File: config.mk
export PLATFORM = sky130hd
export DESIGN_NAME = fp_div_round_pack
export DESIGN_NICKNAME = d
export VERILOG_FILES = /design/src/rtl/fp_div_round_pack.sv
export SDC_FILE = /design/constraint.sdc
export NUM_CORES = 1
export LEC_CHECK = 0
export CAP_MARGIN = 30
export CORE_AREA = 2 2 112 114
export CTS_CLUSTER_DIAMETER = 80
export CTS_CLUSTER_SIZE = 30
export DETAILED_ROUTE_END_ITERATION = 6
export DIE_AREA = 0 0 114 116
export GPL_TIMING_DRIVEN = 0
export MAX_ROUTING_LAYER = met4
export PLACE_DENSITY = 0.59
export REMOVE_ABC_BUFFERS = 1
export SLEW_MARGIN = 20
export SYNTH_ARGS = -nofsm -noshare
export SYNTH_HDL_FRONTEND = slang
export SYNTH_SLANG_ARGS = --single-unit
export TNS_END_PERCENT = 100
File: constraint.sdc
create_clock -name clk -period 4.5 [get_ports clk]
set_clock_uncertainty 0.05 [all_clocks]
set_input_delay 0.9 -clock clk [delete_from_list [all_inputs] [get_ports clk]]
set_output_delay 0.9 -clock clk [all_outputs]
set_load 0.01 [all_outputs]
File: src/rtl/fp_div_round_pack.sv
// Purpose : normalize, round-to-nearest-even, range-check and pack the Goldschmidt quotient into binary32.
// Latency : 2 cycles from input transfer to out_valid; throughput 1 per cycle.
// Backpres: each stage holds one entry and advances when the next is empty or draining; in_ready = !s1_valid || s1_advance.
//
// Ports:
//   clk, rst (async active-low)
//   in_valid/in_ready        upstream handshake
//   in_sign, in_exp, in_quot, in_sticky   raw quotient from the divider
//   in_nan, in_inf, in_zero  special-case classification (nan > inf > zero)
//   in_invalid, in_divzero   exception flags passed straight through
//   out_valid/out_ready      downstream handshake
//   out_result               packed binary32
//   out_flags                {invalid, divzero, overflow, underflow, inexact}
module fp_div_round_pack #(
    parameter int EXP_W  = 10,
    parameter int QUOT_W = 27
) (
    input  logic                    clk,
    input  logic                    rst,
    input  logic                    in_valid,
    output logic                    in_ready,
    input  logic                    in_sign,
    input  logic signed [EXP_W-1:0] in_exp,
    input  logic [QUOT_W-1:0]       in_quot,
    input  logic                    in_sticky,
    input  logic                    in_nan,
    input  logic                    in_inf,
    input  logic                    in_zero,
    input  logic                    in_invalid,
    input  logic                    in_divzero,
    output logic                    out_valid,
    input  logic                    out_ready,
    output logic [31:0]             out_result,
    output logic [4:0]              out_flags
);

    localparam int EW1 = EXP_W + 1;

    // One extra exponent bit so that e-1 and e+1 can never wrap.
    localparam logic signed [EXP_W:0] EXP_ZERO = '0;
    localparam logic signed [EXP_W:0] EXP_ONE  = EW1'(1);
    localparam logic signed [EXP_W:0] EXP_SAT  = EW1'(255);

    // ------------------------------------------------------------------
    // Handshake
    // ------------------------------------------------------------------
    logic s1_valid;
    logic s1_advance;
    logic in_fire;

    assign s1_advance = s1_valid && (!out_valid || out_ready);
    assign in_ready   = !s1_valid || s1_advance;
    assign in_fire    = in_valid && in_ready;

    // ------------------------------------------------------------------
    // Stage 1: normalize to a 1.xxx mantissa and make the round decision
    // ------------------------------------------------------------------
    logic signed [EXP_W:0] ext_exp;
    logic signed [EXP_W:0] n_exp;
    logic [22:0]           n_frac;     // hidden bit is implicit (always 1 for a normal result)
    logic                  n_lsb;
    logic                  n_guard;
    logic                  n_stk;
    logic                  n_malformed;
    logic                  n_inc;
    logic                  n_inexact;

    assign ext_exp = {in_exp[EXP_W-1], in_exp};

    always_comb begin
        n_exp       = ext_exp;
        n_frac      = '0;
        n_lsb       = 1'b0;
        n_guard     = 1'b0;
        n_stk       = 1'b0;
        n_malformed = 1'b0;
        if (in_quot[QUOT_W-1]) begin
            // quotient in [1,2): take 24 bits starting at the 2^0 position
            n_frac  = in_quot[QUOT_W-2 -: 23];
            n_lsb   = in_quot[QUOT_W-24];
            n_guard = in_quot[QUOT_W-25];
            n_stk   = (|in_quot[QUOT_W-26:0]) | in_sticky;
        end else if (in_quot[QUOT_W-2]) begin
            // quotient in [0.5,1): shift left by one, one less exponent
            n_frac  = in_quot[QUOT_W-3 -: 23];
            n_lsb   = in_quot[QUOT_W-25];
            n_guard = in_quot[QUOT_W-26];
            n_stk   = (|in_quot[QUOT_W-27:0]) | in_sticky;
            n_exp   = ext_exp - EXP_ONE;
        end else begin
            // Divider never produces a quotient below 0.5; treat as zero.
            n_malformed = 1'b1;
        end
    end

    assign n_inc     = n_guard & (n_stk | n_lsb);
    assign n_inexact = n_guard | n_stk;

    logic                  s1_sign;
    logic signed [EXP_W:0] s1_exp;
    logic [22:0]           s1_frac;
    logic                  s1_inc;
    logic                  s1_inexact;
    logic                  s1_nan;
    logic                  s1_inf;
    logic                  s1_zero;
    logic                  s1_invalid;
    logic                  s1_divzero;

    always_ff @(posedge clk or negedge rst) begin
        if (!rst) begin
            s1_valid   <= 1'b0;
            s1_sign    <= 1'b0;
            s1_exp     <= '0;
            s1_frac    <= '0;
            s1_inc     <= 1'b0;
            s1_inexact <= 1'b0;
            s1_nan     <= 1'b0;
            s1_inf     <= 1'b0;
            s1_zero    <= 1'b0;
            s1_invalid <= 1'b0;
            s1_divzero <= 1'b0;
        end else if (in_fire) begin
            s1_valid   <= 1'b1;
            s1_sign    <= in_sign;
            s1_exp     <= n_exp;
            s1_frac    <= n_frac;
            s1_inc     <= n_inc;
            s1_inexact <= n_inexact;
            s1_nan     <= in_nan;
            s1_inf     <= in_inf;
            s1_zero    <= in_zero | n_malformed;
            s1_invalid <= in_invalid;
            s1_divzero <= in_divzero;
        end else if (s1_advance) begin
            s1_valid   <= 1'b0;
        end
    end

    // ------------------------------------------------------------------
    // Stage 2: apply the increment, range-check and pack
    // ------------------------------------------------------------------
    logic [22:0]           r_frac;
    logic                  r_carry;
    logic signed [EXP_W:0] r_exp;
    logic                  uflow;
    logic [31:0]           p_result;
    logic                  p_ovf;
    logic                  p_unf;
    logic                  p_inx;

    // Carry out of the fraction means the 1.111..1 mantissa rolled to 2.0;
    // the fraction bits are then all zero and the exponent bumps by one.
    assign {r_carry, r_frac} = 24'({1'b0, s1_frac}) + 24'(s1_inc);
    assign r_exp             = s1_exp + $signed({{EXP_W{1'b0}}, r_carry});
    assign uflow             = (s1_exp <= EXP_ZERO);

    always_comb begin
        p_result = {s1_sign, s1_exp[7:0] + {7'b0, r_carry}, r_frac};
        p_ovf    = 1'b0;
        p_unf    = 1'b0;
        p_inx    = s1_inexact;
        if (s1_nan) begin
            p_result = 32'h7FC0_0000;
            p_inx    = 1'b0;
        end else if (s1_inf) begin
            p_result = {s1_sign, 8'hFF, 23'h0};
            p_inx    = 1'b0;
        end else if (s1_zero) begin
            p_result = {s1_sign, 31'h0};
            p_inx    = 1'b0;
        end else if (uflow) begin
            // Flush-to-zero; decided on the pre-round exponent.
            p_result = {s1_sign, 31'h0};
            p_unf    = 1'b1;
            p_inx    = 1'b1;
        end else if (r_exp >= EXP_SAT) begin
            p_result = {s1_sign, 8'hFF, 23'h0};
            p_ovf    = 1'b1;
            p_inx    = 1'b1;
        end else begin
            p_result = {s1_sign, r_exp[7:0], r_frac};
        end
    end

    always_ff @(posedge clk or negedge rst) begin
        if (!rst) begin
            out_valid  <= 1'b0;
            out_result <= '0;
            out_flags  <= '0;
        end else if (s1_advance) begin
            out_valid  <= 1'b1;
            out_result <= p_result;
            out_flags  <= {s1_invalid, s1_divzero, p_ovf, p_unf, p_inx};
        end else if (out_ready) begin
            out_valid  <= 1'b0;
        end
    end

endmodule
# ---- Yosys cells after proc, flatten, opt, wreduce, memory -nomap -nowiden
# Index checks and enable logic that the tools add are counted.
# Widths: inputs -> output; s select.
dict set report classes {
  magnitude_cmp 2
  n_mux 35
  n_bitwise 6
  reduce_logical 9
  add_sub_neg 3
}
# cell n
set op_table {}
lappend op_table {{$mux 31} 4}
lappend op_table {{$mux 23} 2}
lappend op_table {{$mux 32} 1}
lappend op_table {{$mux 1} 26}
lappend op_table {{$add 23x1->24} 1}
lappend op_table {{$mux 11} 2}
lappend op_table {{$add 11x2->11} 1}
lappend op_table {{$ge 11x9->1 const B} 1}
lappend op_table {{$le 11x1->1 const B} 1}
lappend op_table {{$sub 10x2->11 const B} 1}
lappend op_table {{$or 1x1->1} 5}
lappend op_table {{$reduce_bool 2->1} 2}
lappend op_table {{$logic_and 1x1->1} 2}
lappend op_table {{$logic_not 1->1} 2}
lappend op_table {{$logic_or 1x1->1} 2}
lappend op_table {{$reduce_or 2->1} 1}
lappend op_table {{$and 1x1->1} 1}
dict set report totals {
  word_cells 69
  reg_bits 81
  inputBits 48
  out_inout_bits 39
}

# ---- Depth between registers and ports, before layout
# Gate-level depths: netlist of the first run.
dict set report depth {
  word_depth 8
  depth_mapped 14
  mapped_depth_nobuf 13
}

# ---- Worst setup path after synthesis of the first run
# No wires, ideal clock.
dict set report synth_path {
  path_kind {register to register}
  from {reg s1_frac[2]}
  to {reg out_result[11]}
  synth_period_minus_slack_ps 3201
  path_stages_with_launch 15
  slack_ps 1299
  arrival_time_ps 3077
  t_required_ps 4376
  cell_sequence {dfrtp_1 -> clkbuf_1 -> nand3_1 -> nor2_1 -> nand3_1 -> nor4_1 -> ha_1 -> ha_1 -> nand3_1 -> nor3_2 -> mux2_1 -> o31ai_2 -> a2111o_1 -> buf_6 -> o21ai_2}
}
dict set report synth_between {
  elab_chain_cells 8
}
# element line
set synth_lines {}
lappend synth_lines {{start: declaration} 101} ;# logic [22:0] s1_frac;
lappend synth_lines {{start signal: assignment} 127} ;# s1_frac <= n_frac;
lappend synth_lines {{$add 23x1->24 *} 154} ;# assign {r_carry, r_frac} = 24'({1'b0, s1_frac}) + 24'(s1_inc);
lappend synth_lines {{$add 11x2->11} 155} ;# assign r_exp = s1_exp + $signed({{EXP_W{1'b0}}, r_carry});
lappend synth_lines {{$ge 11x9->1} 177} ;# end else if (r_exp >= EXP_SAT) begin
lappend synth_lines {{$mux 31 *} 177}
lappend synth_lines {{$mux 31 *} 172} ;# end else if (uflow) begin
lappend synth_lines {{$mux 31 *} 169} ;# end else if (s1_zero) begin
lappend synth_lines {{$mux 31 *} 166} ;# end else if (s1_inf) begin
lappend synth_lines {{$mux 32 *} 163} ;# if (s1_nan) begin
lappend synth_lines {{end signal: assignment} 193} ;# out_result <= p_result;
lappend synth_lines {{end: declaration} 33} ;# output logic [31:0] out_result,
# Mark *: on every way between the ends. The rest lies on a longest branch, timed or not.
# A chain may end at the register's enable or synchronous reset.

# ---- Final worst setup path of the first run
dict set report layout_path {
  from {reg s1_frac[0]}
  to {reg out_result[21]}
}
# The elaborated chain is that of the path after synthesis.

==> results of run 1 <==
## power breakdown
| part | switching (mW) | internal [mW] |
|---|---|---|
| clock network | 0.288 | 0.443 |
| logic | 0.192 | 0.195 |
| registers | 0.0869 | 0.819 |
| total | 0.566 | 1.46 |
## worst paths after layout
path	end	cells after the start	startpoint	slack, ns
max	out_result[21]	13	s1_frac[0]	0.42
min	out_flags[4]	2	s1_invalid	0.42
max reg2reg	out_result[21]	13	s1_frac[0]	0.42
min reg2reg	out_flags[4]	2	s1_invalid	0.42
max in group asynchronous	out_result[15]	2	rst	3.33
min in group asynchronous	s1_exp[8]	1	rst	0.47
## through the flow
stage	cell area, um2	util, %	worst slack [ns]	cells	TNS, ns
4_1_cts	5420	45.5	0.345	666	0
5_1_grt	5420	45.5	0.105	666	0
6_report	5420	45.5	0.425	666	0
3_5_place_dp	5120	43.0	0.345	650	0
3_3_place_gp	5050	42.4	-0.482	647	-38.76
2_1_floorplan	4000	-	0.814	414	0
## kinds of logic (layout without fill, tap and decap cells)
kind of cell	count (synthesis)	in the layout	share of synthesized area, %
simple gates	158	158	17.7
compound gates	116	116	18.5
flops	81	81	49.4
xor+xnor	36	36	7.69
buf+inv	34	117	3.51
mux	6	6	1.65
fa+ha+maj	5	5	1.52
## routing by layer
layer  global-route usage [%]  vias up  wire length [um]
met5                        -        -                 0
met4                     5.20        0               140
met3                     3.29       10               324
met2                     25.0       71              4750
met1                     21.8     1628              4850
li1                         -     1693                 -
## tightest hold or removal path: cells and delay by family, from the launching register on
kind,cells,cell delay (ns)
DFF,1,0.34
and+or+nand+nor,2,0.10
## layout make-up
class / instances / area, um2 / share of cell area [%]
clock buffer: 11 / 243 / 4.48
sequential: 81 / 2030 / 37.4
multi-input combinational: 321 / 1950 / 35.9
tap: 147 / 184 / 3.40
clock inverter: 5 / 55.1 / 1.02
inverter: 12 / 45.0 / 0.832
timing repair buffer: 89 / 916 / 16.9
## Yosys cell counts, drive strengths merged
cell	number
inv	12
a22o	1
mux2	6
or4	4
and4	1
o21a	1
nand2b	5
o21ai	63
nor2	24
dfrtp	81
a22oi	19
ha	5
xnor2	25
and2	1
nor2b	1
nand2	77
or3	6
nand3	13
xor2	11
nand4	6
nor4	7
a31o	1
clkbuf	19
a21oi	13
buf	3
a31oi	8
a21o	1
nand3b	2
nor3	10
a221oi	3
o31ai	4
o22ai	1
a2111o	1
and3	1
## flip-flops by register name, summed over array words and instances, names as in the netlist
signal / count
out_flags: 5
out_result: 32
out_valid: 1
s1_divzero: 1
s1_exp: 11
s1_frac: 23
s1_inc: 1
s1_inexact: 1
s1_inf: 1
s1_invalid: 1
s1_nan: 1
s1_sign: 1
s1_valid: 1
s1_zero: 1
==> impl_metrics.env, run 1 <==
export IMPL_status="finished, final reports clean"
export IMPL_viasPerCell=5.11
export IMPL_first_global_vias=3272
export IMPL_setup_viol=0
export IMPL_gr_total_overflow=0
export IMPL_fmax_mhz=245
export IMPL_p_leak_nw=2.14
export IMPL_crit_fanout=22
export IMPL_cts_setup_buffers=0
export IMPL_hold_slack_ns=0.423
export IMPL_cts_sinks=81
export IMPL_synth_area_leaders="dfrtp_1 (49%), nand2_1 (7.0%), xnor2_1 (5.3%), o21ai_0 (5.0%), o21ai_2 (4.3%)"
export IMPL_drc=0
export IMPL_criticalPathCategory="flip-flop to flip-flop"
export IMPL_finalMaxSlewViolations=0
export IMPL_drt_wirelength_per_cell_um=15.1
export IMPL_dieHeight_um=116
export IMPL_tightest_slew_ns=0.756
export IMPL_cts_resized=0
export IMPL_critPathTopFamily="simple AND/OR/NAND/NOR gates"
export IMPL_worstPathRequired_ns=4.64
export IMPL_synthToLayoutAreaGrowth_pct=32.0
export IMPL_layout_common_cells="clkdlybuf4s50_1 (85), dfrtp_1 (81), nand2_1 (75)"
export IMPL_die_w_um=114
export IMPL_layout_commonest_cell="clkdlybuf4s50_1"
export IMPL_num_nets_final=567
export IMPL_worstPathCellList="ha_1 -> nand3_1 -> nor2_1 -> nand3_1 -> nor4_1 -> ha_1 -> ha_1 -> nand3_1 -> nor3_2 -> mux2_1 -> o31ai_2 -> a2111o_2 -> o21ai_0"
export IMPL_cts_path_max_buffers=2
export IMPL_cts_tree="done"
export IMPL_htreeDepth=3
export IMPL_endpoint_kind="flip-flop"
export IMPL_core_area_mm2=0.0119
export IMPL_slowest_delay_ns=0.61
export IMPL_crit_path_start_kind="flip-flop"
export IMPL_wirelength_um=10100
export IMPL_yosys_area_top_type="dfrtp_1"
export IMPL_drive_gt1_share_pct=10.0
export IMPL_rsz0062_at_grt="false"
export IMPL_drt_initial_drc_count=225
export IMPL_syn_area_mm2=0.00410
export IMPL_syn_avg_cell_area_um2=9.41
export IMPL_crit_buf_inv=0
export IMPL_postSynthCellCount=436
export IMPL_initial_core_util_pct=34.4
export IMPL_ys_seq_area_share_pct=49.4
export IMPL_drt_pass1_iter_count=4
export IMPL_portBuffers=86
export IMPL_hold_path_class="flip-flop to flip-flop"
export IMPL_synth_seq_cells=81
export IMPL_ys_warn_count=0
export IMPL_finalCriticalPeriod_ns=4.08
export IMPL_grt_max_degree=80
export IMPL_fill_cells=1132
export IMPL_power_density_mw_per_mm2=374
export IMPL_die_area_mm2=0.0132
export IMPL_gp_congestion=0.805
export IMPL_grt_pass1_wl_um=16400
export IMPL_dp_hpwl_um=7190
export IMPL_cp_slowest_cell="a2111o_2"
export IMPL_drtAntennaViolNets=0
export IMPL_cts_clk_slew_worst_paths_ns=0.06
export IMPL_num_antenna_cells=0
export IMPL_track_usage_pct=16.3
export IMPL_relSlewSlack_pct=49.1
export IMPL_yosysTopAreaCellShare_pct=49.4
export IMPL_netlist_cell_type_count=41
export IMPL_finalHoldViolCount=0
export IMPL_holdBufCountCts=0
export IMPL_cts_root_buf="clkbuf_16"
export IMPL_drv_cap=0
export IMPL_vdd_drop_max_v=0.000205
export IMPL_finalCritPeriodShare_pct=90.6
export IMPL_cts_buffers=9
export IMPL_vias=3402
export IMPL_power_mw=2.02
export IMPL_clock_latency_ns=0.33
export IMPL_grt_antenna_before_repair=0
export IMPL_fp_row_count=40
export IMPL_ios=87
export IMPL_critPathArrivalTime_ns=4.21
No activity file was read; power rests on OpenSTA's default activity.
==> run 2, diff against run 1 <==
--- a/config.mk
+++ b/config.mk
@@ -5,12 +5,13 @@
 export SDC_FILE = /design/constraint.sdc
 export NUM_CORES = 1
 export LEC_CHECK = 0
+export ABC_AREA = 1
 export CAP_MARGIN = 30
-export CORE_AREA = 2 2 112 114
+export CORE_AREA = 2 2 116 118
 export CTS_CLUSTER_DIAMETER = 80
 export CTS_CLUSTER_SIZE = 30
 export DETAILED_ROUTE_END_ITERATION = 6
-export DIE_AREA = 0 0 114 116
+export DIE_AREA = 0 0 118 120
 export GPL_TIMING_DRIVEN = 0
 export MAX_ROUTING_LAYER = met4
 export PLACE_DENSITY = 0.59
==> run 2 against run 1 <==
Against the previous run:
- global-route usage is 0.94 points higher
- synthesized area is 7.0% higher
- via count is 13% higher
- combinational power is 32% higher
- register-to-register slack better by 0.34 ns
- synthesized cell count is 28% higher
- highest routed layer unchanged
- critical path type unchanged
- clock power is 8.8% lower
- die area is 7.1% higher
- power is 3.7% higher
==> impl_metrics.env, run 2 <==
export IMPL_status="finished, final reports clean"
export IMPL_min_to="out_flags[0]"
export IMPL_layout_commonest_cell="nand2_1"
export IMPL_htreeDepth=3
export IMPL_endpoint_kind="flip-flop"
export IMPL_drtAntennaViolNets=0
export IMPL_setup_viol=0
export IMPL_ios=87
export IMPL_drc=0
export IMPL_finalMaxSlewViolations=0
export IMPL_slowest_delay_ns=0.36
export IMPL_cts_tree="done"
export IMPL_viasPerCell=4.69
export IMPL_crit_path_start_kind="flip-flop"
export IMPL_setup_ws_ns=0.760
export IMPL_rsz0062_at_grt="false"
export IMPL_r2r_end="out_result[20]"
export IMPL_netlist_cell_type_count=37
export IMPL_yosysTopAreaCellShare_pct=46.2
export IMPL_clock_latency_ns=0.33
export IMPL_ys_seq_area_share_pct=46.2
export IMPL_cts_path_max_buffers=2
export IMPL_vdd_drop_max_v=0.000160
export IMPL_dp_hpwl_um=8210
export IMPL_r2r_cells=18
export IMPL_multi_input_area_mm2=0.00201
export IMPL_grt_max_degree=56
export IMPL_largest_register_ffs=32
export IMPL_cts_resized=0
export IMPL_layout_common_cells="nand2_1 (146), clkdlybuf4s50_1 (85), dfrtp_1 (81)"
export IMPL_finalSetupTns_ns=0
export IMPL_worstPathCellList="ha_1 -> nand2_1 -> nor2_1 -> nand3_1 -> nor2_1 -> nand3_1 -> nor2_1 -> nand4_1 -> nor2_1 -> ha_1 -> ha_1 -> nand2_2 -> nor2_2 -> nand4_1 -> xor2_1 -> nand2_4 -> nand2_4 -> o21ai_0"
export IMPL_finalCritPeriodShare_pct=83.1
export IMPL_synth_edf_count=0
export IMPL_ys_warn_count=0
export IMPL_initial_core_util_pct=33.8
export IMPL_stdcell_count=818
export IMPL_yosysMostFrequentCell="nand2_1"
export IMPL_gr_total_overflow=0
export IMPL_top_regs="out_result (32), s1_frac (23), s1_exp (11)"
export IMPL_dieHeight_um=120
export IMPL_wirelength_um=11000
export IMPL_postSynthCellCount=558
export IMPL_hold_path_class="flip-flop to flip-flop"
export IMPL_relSlewSlack_pct=41.5
export IMPL_num_antenna_cells=0
export IMPL_register_area_mm2=0.00203
export IMPL_synthToLayoutAreaGrowth_pct=29.7
export IMPL_dp_cells=804
export IMPL_vias=3838
export IMPL_min_delay_start="out_flags[0]"
export IMPL_critPathArrivalTime_ns=3.89
export IMPL_cts_root_buf="clkbuf_16"
export IMPL_cts_setup_buffers=0
export IMPL_yosys_top_cells_count="nand2_1 (146), dfrtp_1 (81), inv_1 (69), o21ai_0 (54), nor2_1 (39)"
export IMPL_cts_buffers=9
export IMPL_grt_antenna_before_repair=0
export IMPL_rr_startpoint="s1_frac[0]"
export IMPL_tightest_slew_ns=0.875
export IMPL_holdBufCountCts=0
export IMPL_track_usage_pct=17.2
export IMPL_cp_slowest_cell="dfrtp_1"
export IMPL_cts_clk_slew_worst_paths_ns=0.06
export IMPL_finalCriticalPeriod_ns=3.74
export IMPL_max_flop_register="out_result"
export IMPL_fmax_mhz=267
export IMPL_drt_pass1_iter_count=4
export IMPL_syn_area_mm2=0.00439
export IMPL_crit_buf_inv=0
export IMPL_fp_row_count=42
export IMPL_power_density_mw_per_mm2=368
export IMPL_grt_pass1_wl_um=18800
export IMPL_drv_cap=0
export IMPL_die_w_um=118
export IMPL_synthArstFlopShare_pct=100
export IMPL_finalHoldViolCount=0
export IMPL_crit_fanout=19
export IMPL_yosys_area_top_type="dfrtp_1"
export IMPL_fill_cells=1372
export IMPL_gp_congestion=0.862
export IMPL_criticalPathCategory="flip-flop to flip-flop"
export IMPL_synthFlopType="dfrtp_1"
export IMPL_cts_sinks=81
export IMPL_place_area_mm2=0.00543
export IMPL_drive_gt1_share_pct=7.63
export IMPL_portBuffers=86
export IMPL_synth_seq_cells=81
export IMPL_syn_avg_cell_area_um2=7.87
export IMPL_first_global_vias=3783
export IMPL_p_leak_nw=2.54
export IMPL_num_nets_final=692
export IMPL_rrSetupSlack_ns=0.76
export IMPL_core_area_mm2=0.0130
export IMPL_critPathTopFamily="simple AND/OR/NAND/NOR gates"
export IMPL_dp_slack_ns=0.711
export IMPL_min_path_cells=2
export IMPL_worstPathRequired_ns=4.65
export IMPL_final_area_mm2=0.00569
export IMPL_cpMostUsedCell="nor2_1"
export IMPL_die_area_mm2=0.0142
export IMPL_synth_area_leaders="dfrtp_1 (46%), nand2_1 (12%), o21ai_0 (6.2%), inv_1 (5.9%), xor2_1 (4.2%)"
export IMPL_drt_initial_drc_count=202
export IMPL_drt_wirelength_per_cell_um=13.4
[run 2: changes by cell type in the layout (fill, tap and decap cells not counted), sizes merged, moves of 5 or more]
cell	delta
or3	-6
nand2b	-5
nor2	+23
xnor2	-24
nand2	+79
a31oi	-5
mux2	-6
nand3	+14
inv	+59
nor4	-6
xor2	+10
a22oi	-9
o22ai	+8
[run 2: worst max path at each step]
stage | startpoint | endpoint | slack [ns] | cells past startpoint
global route | s1_frac[0] | out_result[20] | 0.31 | 18
detailed placement | s1_frac[0] | out_result[20] | 0.71 | 18
CTS | s1_frac[0] | out_result[20] | 0.68 | 18
global placement | rst | out_result[5] | -0.53 | 1
floorplan | out_ready | s1_exp[10] | 1.45 | 7
finish | s1_frac[0] | out_result[20] | 0.76 | 18
[run 2: cell type report]
class / instances / share of cell area (%)
well taps: 176 / 3.87
repair buffers: 88 / 15.8
inverters: 73 / 4.83
flip-flops and latches: 81 / 35.6
multi-input cells: 386 / 35.2
clock buffers: 14 / 4.64
[run 2: through the flow]
step	hold slack, ns	utilization (%)	power (mW)
2_1_floorplan	0.392	-	1.19
3_5_place_dp	0.416	41.8	1.45
3_3_place_gp	0.409	41.5	1.44
5_1_grt	0.454	43.9	2.24
6_report	0.428	43.9	2.10
4_1_cts	0.427	43.9	2.13
[run 2: kinds of logic after synthesis]
logic type,count (synthesis),synth area share (%)
xor gates and xnor gates,22,4.39
adders and majority gates,5,1.42
AOI/OAI and AO/OA,104,14.1
DFF,81,46.2
and+or+nand+nor,255,25.8
buffers and inverters,91,8.15
[run 2: worst register-to-register path, stage by stage (launching register included)]
cell and delay, ns:
dfrtp_1 0.36, ha_1 0.17, nand2_1 0.05, nor2_1 0.26, nand3_1 0.17, nor2_1 0.21, nand3_1 0.13, nor2_1 0.13
nand4_1 0.13, nor2_1 0.16, ha_1 0.26, ha_1 0.24, nand2_2 0.10, nor2_2 0.19, nand4_1 0.12, xor2_1 0.28
nand2_4 0.18, nand2_4 0.26, o21ai_0 0.15
[run 2: power by group]
group          internal, mW  switching, mW
Combinational         0.229          0.279
Clock                 0.398          0.268
Sequential            0.836         0.0864
Total                  1.46          0.634
[run 2: per-layer routing]
| metal | track usage, % | vias to the layer above | wire length [um] |
|---|---|---|---|
| li1 | - | 1974 | - |
| met1 | 23.6 | 1789 | 5370 |
| met2 | 26.1 | 69 | 5160 |
| met3 | 2.19 | 6 | 343 |
| met4 | 7.08 | 0 | 88 |
| met5 | - | - | 0 |
